--- config.mk ---
export PLATFORM = sky130hd
export DESIGN_NAME = barrett_reduce_stream_flat
export DESIGN_NICKNAME = d
export VERILOG_FILES = /design/src/rtl/barrett_reduce_stream_pkg.sv /design/src/rtl/barrett_reduce_stream_if.sv /design/src/rtl/barrett_reduce_stream_correct.sv /design/src/rtl/barrett_reduce_stream.sv /design/src/flat_wrapper.sv
export SDC_FILE = /design/constraint.sdc
export NUM_CORES = 2
export LEC_CHECK = 0
export BUFFER_PORTS_ARGS = -buffer_cell sky130_fd_sc_hd__buf_2
export CAP_MARGIN = 0
export CELL_PAD_IN_SITES_DETAIL_PLACEMENT = 2
export CELL_PAD_IN_SITES_GLOBAL_PLACEMENT = 2
export CORE_AREA = 2 2 535 404
export CTS_BUF_LIST = sky130_fd_sc_hd__clkbuf_2
export DETAILED_ROUTE_END_ITERATION = 12
export DIE_AREA = 0 0 537 406
export PLACE_DENSITY = 0.84
export SKIP_CTS_REPAIR_TIMING = 1
export SKIP_LAST_GASP = 1
export SLEW_MARGIN = 20
export SYNTH_ARGS = -nofsm -noshare
export SYNTH_HDL_FRONTEND = slang
export SYNTH_SLANG_ARGS = --single-unit
--- constraint.sdc ---
create_clock -name clk_i -period 12.45 [get_ports clk_i]
set_input_delay 1.8675 -clock clk_i [delete_from_list [all_inputs] [get_ports clk_i]]
set_output_delay 1.8675 -clock clk_i [all_outputs]
set_load 0.02 [all_outputs]
--- src/rtl/barrett_reduce_stream_pkg.sv ---
// barrett_pkg: width helpers and default configuration
// for the pipelined Barrett reducer.
package barrett_pkg;

  localparam int WIDTH_DEF = 32;
  localparam int ID_W_DEF  = 4;

  localparam int XW  = 2 * WIDTH_DEF;
  localparam int RW  = WIDTH_DEF + 2;
  localparam int MUW = WIDTH_DEF + 1;

  // Generic beat record at the default width.
  typedef struct packed {
    logic              valid;
    logic              err;
    logic [ID_W_DEF-1:0] id;
    logic [XW-1:0]     x;
    logic [WIDTH_DEF-1:0] m;
    logic [XW+1:0]     mid;
  } stage_t;

  function automatic int xw_of(input int w);
    return 2 * w;
  endfunction

  function automatic int rw_of(input int w);
    return w + 2;
  endfunction

  function automatic int muw_of(input int w);
    return w + 1;
  endfunction

endpackage

--- src/rtl/barrett_reduce_stream_if.sv ---
// Operand/result stream bundle of the reducer.
// master drives operands and ready_i; slave is the reducer.
interface barrett_reduce_stream_if #(
  parameter int WIDTH = 32,
  parameter int ID_W  = 4
);

  logic               valid_i;
  logic               ready_o;
  logic [2*WIDTH-1:0] x_i;
  logic [WIDTH-1:0]   m_i;
  logic [WIDTH:0]     mu_i;
  logic [ID_W-1:0]    id_i;

  logic               valid_o;
  logic               ready_i;
  logic [WIDTH-1:0]   result_o;
  logic [ID_W-1:0]    id_o;
  logic               err_o;

  modport master (
    output valid_i, x_i, m_i, mu_i, id_i,
    output ready_i,
    input  ready_o,
    input  valid_o, result_o, id_o, err_o
  );

  modport slave (
    input  valid_i, x_i, m_i, mu_i, id_i,
    input  ready_i,
    output ready_o,
    output valid_o, result_o, id_o, err_o
  );

endinterface

--- src/rtl/barrett_reduce_stream_correct.sv ---
// barrett_correct: two cascaded conditional subtracts
// bringing a Barrett remainder below m.
module barrett_correct
  import barrett_pkg::*;
#(
  parameter int WIDTH = WIDTH_DEF
) (
  input  logic [WIDTH+1:0] r,
  input  logic [WIDTH-1:0] m,
  output logic [WIDTH-1:0] res
);

  localparam int R_BITS = rw_of(WIDTH);

  logic [R_BITS-1:0] m_ext;
  logic [R_BITS-1:0] t1;

  assign m_ext = {2'b00, m};

  // First subtract, then the second folded into the output.
  always_comb begin
    t1 = r;
    if (r >= m_ext) t1 = r - m_ext;
  end

  assign res = WIDTH'((t1 >= m_ext) ? t1 - m_ext : t1);

endmodule

--- src/rtl/barrett_reduce_stream.sv ---
// barrett_reduce_stream: five-stage Barrett x mod m with
// shared stall, tag passthrough and bad-modulus flag.
module barrett_reduce_stream
  import barrett_pkg::*;
#(
  parameter int WIDTH = WIDTH_DEF,
  parameter int ID_W  = ID_W_DEF
) (
  input logic clk_i,
  input logic rst_ni,
  barrett_reduce_stream_if.slave bus
);

  localparam int X_BITS  = xw_of(WIDTH);
  localparam int R_BITS  = rw_of(WIDTH);
  localparam int MU_BITS = muw_of(WIDTH);
  localparam int Q_BITS  = X_BITS + 2;

  logic en;

  // S1
  logic              v1, e1;
  logic [ID_W-1:0]   id1;
  logic [X_BITS-1:0] x1;
  logic [WIDTH-1:0]  m1;
  logic [MU_BITS-1:0] mu1;

  // S2
  logic              v2, e2;
  logic [ID_W-1:0]   id2;
  logic [R_BITS-1:0] xl2;
  logic [WIDTH-1:0]  m2;
  logic [MU_BITS-1:0] q3_2;

  // S3
  logic              v3, e3;
  logic [ID_W-1:0]   id3;
  logic [R_BITS-1:0] xl3;
  logic [WIDTH-1:0]  m3;
  logic [R_BITS-1:0] p3;

  // S4
  logic              v4, e4;
  logic [ID_W-1:0]   id4;
  logic [WIDTH-1:0]  m4;
  logic [R_BITS-1:0] r4;

  // S5 / output
  logic              vo, eo;
  logic [ID_W-1:0]   ido;
  logic [WIDTH-1:0]  reso;

  logic [WIDTH:0]     q1;
  logic [MU_BITS-1:0] q3;
  logic [R_BITS-1:0]  p;
  logic [WIDTH-1:0]   red;

  // A held output freezes the whole pipe; bubbles are kept.
  assign en = !vo || bus.ready_i;
  assign bus.ready_o = en;

  assign q1 = x1[X_BITS-1:WIDTH-1];
  assign q3 = MU_BITS'((Q_BITS'(q1) * Q_BITS'(mu1))
                       >> (WIDTH + 1));
  assign p  = R_BITS'(q3_2) * R_BITS'(m2);

  barrett_correct #(.WIDTH(WIDTH)) u_correct (
    .r   (r4),
    .m   (m4),
    .res (red)
  );

  // S1: capture operand; flag a modulus without its MSB.
  always_ff @(posedge clk_i or negedge rst_ni) begin
    if (!rst_ni) begin
      v1  <= 1'b0;
      e1  <= 1'b0;
      id1 <= '0;
      x1  <= '0;
      m1  <= '0;
      mu1 <= '0;
    end else if (en) begin
      v1  <= bus.valid_i;
      e1  <= ~bus.m_i[WIDTH-1];
      id1 <= bus.id_i;
      x1  <= bus.x_i;
      m1  <= bus.m_i;
      mu1 <= bus.mu_i;
    end
  end

  // S2: quotient estimate q3 = ((x >> k-1) * mu) >> k+1.
  always_ff @(posedge clk_i or negedge rst_ni) begin
    if (!rst_ni) begin
      v2   <= 1'b0;
      e2   <= 1'b0;
      id2  <= '0;
      xl2  <= '0;
      m2   <= '0;
      q3_2 <= '0;
    end else if (en) begin
      v2   <= v1;
      e2   <= e1;
      id2  <= id1;
      xl2  <= x1[R_BITS-1:0];
      m2   <= m1;
      q3_2 <= q3;
    end
  end

  // S3: low k+2 bits of q3 * m.
  always_ff @(posedge clk_i or negedge rst_ni) begin
    if (!rst_ni) begin
      v3  <= 1'b0;
      e3  <= 1'b0;
      id3 <= '0;
      xl3 <= '0;
      m3  <= '0;
      p3  <= '0;
    end else if (en) begin
      v3  <= v2;
      e3  <= e2;
      id3 <= id2;
      xl3 <= xl2;
      m3  <= m2;
      p3  <= p;
    end
  end

  // S4: remainder mod 2^(k+2), known to be below 3m.
  always_ff @(posedge clk_i or negedge rst_ni) begin
    if (!rst_ni) begin
      v4  <= 1'b0;
      e4  <= 1'b0;
      id4 <= '0;
      m4  <= '0;
      r4  <= '0;
    end else if (en) begin
      v4  <= v3;
      e4  <= e3;
      id4 <= id3;
      m4  <= m3;
      r4  <= xl3 - p3;
    end
  end

  // S5: corrected result; bad-modulus beats carry zero.
  always_ff @(posedge clk_i or negedge rst_ni) begin
    if (!rst_ni) begin
      vo   <= 1'b0;
      eo   <= 1'b0;
      ido  <= '0;
      reso <= '0;
    end else if (en) begin
      vo   <= v4;
      eo   <= e4;
      ido  <= id4;
      reso <= e4 ? '0 : red;
    end
  end

  assign bus.valid_o  = vo;
  assign bus.err_o    = eo;
  assign bus.id_o     = ido;
  assign bus.result_o = reso;

endmodule

--- src/flat_wrapper.sv ---
// flat-port wrapper written by rule: the top's interface ports become plain ports
module barrett_reduce_stream_flat import barrett_pkg::*;
#(
  parameter int WIDTH = WIDTH_DEF,
  parameter int ID_W  = ID_W_DEF
)
  (clk_i, rst_ni, bus_valid_i, bus_x_i, bus_m_i, bus_mu_i, bus_id_i, bus_ready_i, bus_ready_o, bus_valid_o, bus_result_o, bus_id_o, bus_err_o);
  barrett_reduce_stream_if #(.WIDTH(WIDTH), .ID_W(ID_W)) bus_i ();
  input logic clk_i;
  input logic rst_ni;
  input wire logic [$bits(bus_i.valid_i)-1:0] bus_valid_i;
  input wire logic [$bits(bus_i.x_i)-1:0] bus_x_i;
  input wire logic [$bits(bus_i.m_i)-1:0] bus_m_i;
  input wire logic [$bits(bus_i.mu_i)-1:0] bus_mu_i;
  input wire logic [$bits(bus_i.id_i)-1:0] bus_id_i;
  input wire logic [$bits(bus_i.ready_i)-1:0] bus_ready_i;
  output wire logic [$bits(bus_i.ready_o)-1:0] bus_ready_o;
  output wire logic [$bits(bus_i.valid_o)-1:0] bus_valid_o;
  output wire logic [$bits(bus_i.result_o)-1:0] bus_result_o;
  output wire logic [$bits(bus_i.id_o)-1:0] bus_id_o;
  output wire logic [$bits(bus_i.err_o)-1:0] bus_err_o;
  assign bus_i.valid_i = bus_valid_i;
  assign bus_i.x_i = bus_x_i;
  assign bus_i.m_i = bus_m_i;
  assign bus_i.mu_i = bus_mu_i;
  assign bus_i.id_i = bus_id_i;
  assign bus_i.ready_i = bus_ready_i;
  assign bus_ready_o = bus_i.ready_o;
  assign bus_valid_o = bus_i.valid_o;
  assign bus_result_o = bus_i.result_o;
  assign bus_id_o = bus_i.id_o;
  assign bus_err_o = bus_i.err_o;
  barrett_reduce_stream #(.WIDTH(WIDTH), .ID_W(ID_W)) u_core (.clk_i(clk_i), .rst_ni(rst_ni), .bus(bus_i));
endmodule
Yosys cells after proc, flatten, opt, wreduce, memory -nomap -nowiden
Index checks and enable logic that the tools add are counted.
- register bits: 456
- bits in latches: 0
- RAM bits: 0
- memory bits (read-only): 0
- input bits: 137
- output and inout port bits: 39
- word-level logic and storage cells: 40
- memories: 0
- add/sub/neg operators: 3
- $mul: 2
- divide/modulo/power cells: 0
- magnitude comparators: 2
- equal/unequal tests: 0
- shift operators: 0
- mux-type cells: 3
- bitwise logic cells: 1
- reduce and logical (&&, ||, !) cells: 2
- operators by type and width (operator ; count):
    >= comparator 34 x 32 -> 1 bit ; 2
    multiplier 33 x 33 -> 66 bit ; 1
    two-way mux 32 bit ; 2
    multiplier 33 x 32 -> 34 bit ; 1
    two-way mux 34 bit ; 1
    subtractor 34 x 32 -> 34 bit ; 1
    subtractor 34 bit ; 1
    subtractor 32 bit ; 1
    logical NOT 1 bit ; 1
    logical OR 1 bit ; 1
    NOT 1 bit ; 1

Longest topological paths before layout
- word-level depth: 5
- gate-level depth with buffers: 30
- gate-level depth less buffers: 29

Cells and area by module
Synthesis repeated with hierarchy kept, for this count alone.
- cells, all modules: 8667
- area total of the unflattened synthesis: 75042.0 um^2
- modules (own cells, without submodules) (module ; times used ; cells each ; area each (um^2) ; sequential area each (um^2)):
    barrett_reduce_stream ; 1 ; 8029 ; 70561.4 ; 11410.9
    barrett_correct ; 1 ; 638 ; 4480.5 ; 0.0

Worst setup path before layout
Ideal clock, no wire load.
- path type: register to register
- from: register u_core.m2[7]
- to: register u_core.p3[33]
- library setup time: 137 ps
- data arrival time: 7485 ps
- data required time: 12313 ps
- setup slack: 4828 ps
- cell stages (with the launch flop): 30
- path buffers: 2
- period minus slack after synthesis: 7622 ps
- cell sequence: dfrtp_1 clkbuf_1 clkbuf_1 nand2_1 fa_1 inv_1 fa_1 inv_1 fa_1 inv_1 fa_1 fa_1 inv_1 fa_1 inv_1 fa_1 inv_1 fa_1 inv_1 ha_1 a21o_1 a21o_1 a21oi_1 o21ai_0 a221o_1 a2111oi_0 nor3_1 a2111oi_1 xnor2_1 a21oi_1
- cells in the longest elaborated chain, start to end: 1
- ends and longest elaborated chain (element ; RTL line ; RTL):
    from (decl) ; barrett_reduce_stream.sv:32 ; logic [WIDTH-1:0] m2;
    from (signal assigned) ; barrett_reduce_stream.sv:106 ; m2 <= m1;
    multiplier 33 x 32 -> 34 bit ; barrett_reduce_stream.sv:65 ; assign p = R_BITS'(q3_2) * R_BITS'(m2);
    to (signal assigned) ; barrett_reduce_stream.sv:126 ; p3 <= p;
    to (decl) ; barrett_reduce_stream.sv:40 ; logic [R_BITS-1:0] p3;
Every way passes these cells.
A chain may end at the register's enable or synchronous reset.

Worst setup path after layout
- from: register u_core.mu1[24]
- to: register u_core.q3_2[27]
- cells in the longest elaborated chain, start to end: 1
- ends and longest elaborated chain (element ; RTL line ; RTL):
    from (decl) ; barrett_reduce_stream.sv:26 ; logic [MU_BITS-1:0] mu1;
    from (signal assigned) ; barrett_reduce_stream.sv:88 ; mu1 <= bus.mu_i;
    multiplier 33 x 33 -> 66 bit ; barrett_reduce_stream.sv:63 ; assign q3 = MU_BITS'((Q_BITS'(q1) * Q_BITS'(mu1))
    to (signal assigned) ; barrett_reduce_stream.sv:107 ; q3_2 <= q3;
    to (decl) ; barrett_reduce_stream.sv:33 ; logic [MU_BITS-1:0] q3_2;
Every way passes these cells.

==> out/results.txt <==
The library cell used most frequently in the layout, excluding fill and tap cells, is sky130_fd_sc_hd__nand2_1. The tools report the max-slew headroom at the worst pin as 0.205. Standard-cell row count: 147. Proportion of netlist area held by the largest area contributor: 0.386. In the synthesized netlist the dominant register cell turns out to be sky130_fd_sc_hd__dfrtp_1. CTS placed an instance of sky130_fd_sc_hd__clkbuf_2 at the clock tree root. The total area inside the core boundary comes to 213000 µm². Counting flops and latches in the post-synthesis netlist gives 456. The worst path meets setup with 3.10 ns of slack. Via count of the first global-routing pass: 73300. The clock passes through at most 4 buffers.

The critical path crosses 22 cells after its start point. Final number of hold-violating endpoints: 0. Synthesis produced a netlist whose cell count is 8507. The first routing iteration left 3860 violations. The worst hold path belongs to the class input port to async pin. The clock latency reported for the late side of the worst-skew pair came out at 1.61 ns.

Initial core utilization: 0.348. STA classifies the critical path startpoint as a flop. At the pin with the least slew margin, the transition time is 1.19 ns.

The slowest stage of the critical path belongs to the cell sky130_fd_sc_hd__dfrtp_2. The synthesized design contains 0 enable-type register cells. The fmax was 107 MHz; the worst slack at placement was 3.33 ns. The first global-routing pass estimated 454000 µm of wire. The endpoint class of the critical path is a flop. In the layout the commonest cells are 2083 x sky130_fd_sc_hd__nand2_1, 1718 x sky130_fd_sc_hd__inv_1, 1428 x sky130_fd_sc_hd__fa_1.

The run gives 5 as the detailed-routing iteration count for the pre-antenna-repair pass. For the final database, setup skew stands at 0.357 ns. The mean post-synth cell area was 8.71 µm²; the cell count of the worst reg-to-reg path was 22. In the final timing run, aggregate negative setup slack is 0 ns.

Antenna violation net count after detailed routing: 0. The global routing usage summed across all routing layers was 0.277. For this design, the sink count on the clock tree is 456. In the routed design, unresolved DRC markers number 0. The flow ran to the end, and the final reports show no timing, DRC or antenna violations. The netlist uses 70 different library cells. The floorplan step set the die height to 406 µm. Summing over every cut layer, the via total after detailed routing is 60200. Final critical-path required period: 9.35 ns. The netlist area before placement is 74100 µm². After detailed routing, the number of vias per cell comes to 5.26. The post-route fraction of the period consumed by the critical path was 0.751. The top cell type by total area after synthesis was sky130_fd_sc_hd__fa_1. The proportion of register bits with asynchronous set or reset after synthesis came out at 1.00.

The number of clock buffers added by TritonCTS is 147. The logs give 218000 µm² for the total die area and 0.905 for the global placer's final weighted congestion. TritonCTS built the clock tree. Summed over all nets, the half-perimeter wirelength after detailed placement is 230000 µm. Setup repair after global routing left no endpoint under its margin. On the worst path, the slowest cell contributes a delay of 1.11 ns. For this design the top-level I/O count stands at 176. From left edge to right edge, the die measures 537 µm. The layout cell share with drive strength beyond 1 was 0.0651; the number of max-slew violations in the final report was 0. The net count after synthesis was 10600; the clock-pin transition on the worst setup and hold timing paths was 0.13 ns. The share of synthesized area occupied by flip-flops and latches is 0.154, and the total grt overflow is 0.

The routed design has 299000 µm of wire. The worst setup path is of the flop to flop kind. The gate family responsible for the most delay along the worst path was adder cells. For the initial antenna violation count, the log shows 15.

By area the synthesized netlist is led by sky130_fd_sc_hd__fa_1 39%, sky130_fd_sc_hd__dfrtp_1 15%, sky130_fd_sc_hd__nand2_1 11%. The count of buffering cells on the critical path with inverters included came out at 1. Buffers placed on the I/O ports in this run total 175. The tool flagged a number of max-cap violations equal to 0.

In this run the worst path has a maximum fanout of 34. Entering global routing, the biggest net connects 170 pins. For this run, the number of Yosys warnings is 0.

The run gives 13.74 ns as the worst path required time. The average wire length per cell after detail routing was 26.1 µm; the H-tree depth was 4. The final core utilization came out at 0.370. Walking the worst path, the cells encountered are nand2_1 > fa_1 > inv_1 > fa_1 > fa_1 > fa_1 > fa_1 > fa_1 > fa_1 > fa_1 > ha_1 > a21oi_1 > o21ai_0 > a221o_1 > a31oi_1 > o21ai_0 > or2_2 > o211ai_1 > nor2b_1 > o21ai_0 > xnor2_1 > a21oi_1. At the worst endpoint, the arrival time is 10.64 ns. The count of nets after finishing came out at 10500. The final count of negative-setup-slack endpoints was 0. The cell that appears most often on the critical path is sky130_fd_sc_hd__fa_1. Compared with the post-synthesis result, the final layout area differs by 6.50%.
[area by class of cell]
| cell class | instances | area (µm²) |
|---|---|---|
| diodes | 9 | 22.5 |
| clock buffers | 208 | 1040 |
| clock inverters | 38 | 190 |
| fillers | 23900 | 134000 |
| inverters | 1719 | 6460 |
| multi-input cells | 5897 | 54500 |
| flip-flops and latches | 456 | 11500 |
| well taps | 2831 | 3540 |
| repair buffers | 273 | 1630 |
[synthesized netlist by cell type (all sizes together), types with 18 or more instances]
cell    number
nand2b      27
o21bai      18
buf         18
nand3       32
nor2b       19
and3        20
nor3        26
nor2       131
xnor2      132
mux2i       33
a21o        79
and2       670
inv       1719
o21ai      207
xor2        70
ha         483
o21a        31
clkbuf     417
a211oi      19
dfrtp      456
fa        1428
nand2     2083
a21oi      213
nand4       28
[cell families (layout without fill, tap and decap cells)]
kind of cell,count (synthesis),in the layout,share of synthesized area
XOR/XNOR,202,202,0.0239
other,0,9,0
AO/OA/AOI/OAI,668,668,0.0547
flip-flops,456,456,0.154
adder cells (fa/ha/maj),1911,1911,0.468
buffers and inverters,2154,2238,0.110
multiplexers,41,41,0.00568
AND/OR/NAND/NOR,3075,3075,0.184
[flip-flops by register name, indices dropped and copies added (netlist names), 32 cells and up]
register and flops:
u_core.m2 32, u_core.bus.result_o 32, u_core.xl3 34, u_core.m3 32
u_core.mu1 33, u_core.m4 32, u_core.xl2 34, u_core.p3 34
u_core.m1 32, u_core.r4 34, u_core.x1 64, u_core.q3_2 33
[worst paths after layout]
| path | from | to | slack, ns |
|---|---|---|---|
| max in group asynchronous | rst_ni | u_core.mu1[31] | 9.78 |
| min | rst_ni | u_core.m3[15] | 0.20 |
| max | u_core.mu1[24] | u_core.q3_2[27] | 3.10 |
| max reg2reg | u_core.mu1[24] | u_core.q3_2[27] | 3.10 |
| min in group clk_i | u_core.m1[22] | u_core.m2[22] | 0.30 |
| min reg2reg | u_core.m1[22] | u_core.m2[22] | 0.30 |
[metrics by stage]
stage	std cells	cell area, µm²	hold slack (ns)
after floorplan	8507	74100	0.430
after global placement	11200	77600	0.444
after detailed placement	11200	77600	0.457
after CTS	11400	78900	0.0273
after global routing	11400	78900	0.141
final	11400	78900	0.204
[worst register-to-register path, delay by kind of cell (launching register included)]
family          cells  cell delay, ns
simple gates        3            1.29
flops               1            1.11
buf+inv             1            0.11
compound gates      8            1.95
xor+xnor            1            0.21
fa+ha+maj           9            4.40
[layer usage]
metal	wire length, µm	track usage	vias to the layer above
li1	-	-	25100
met1	116000	0.332	32000
met2	149000	0.484	2205
met3	18700	0.0480	858
met4	15100	0.130	4
met5	26	0	-
Power is not shown: default switching activity piles up to over one toggle a cycle in this logic, so the estimate is an artifact.
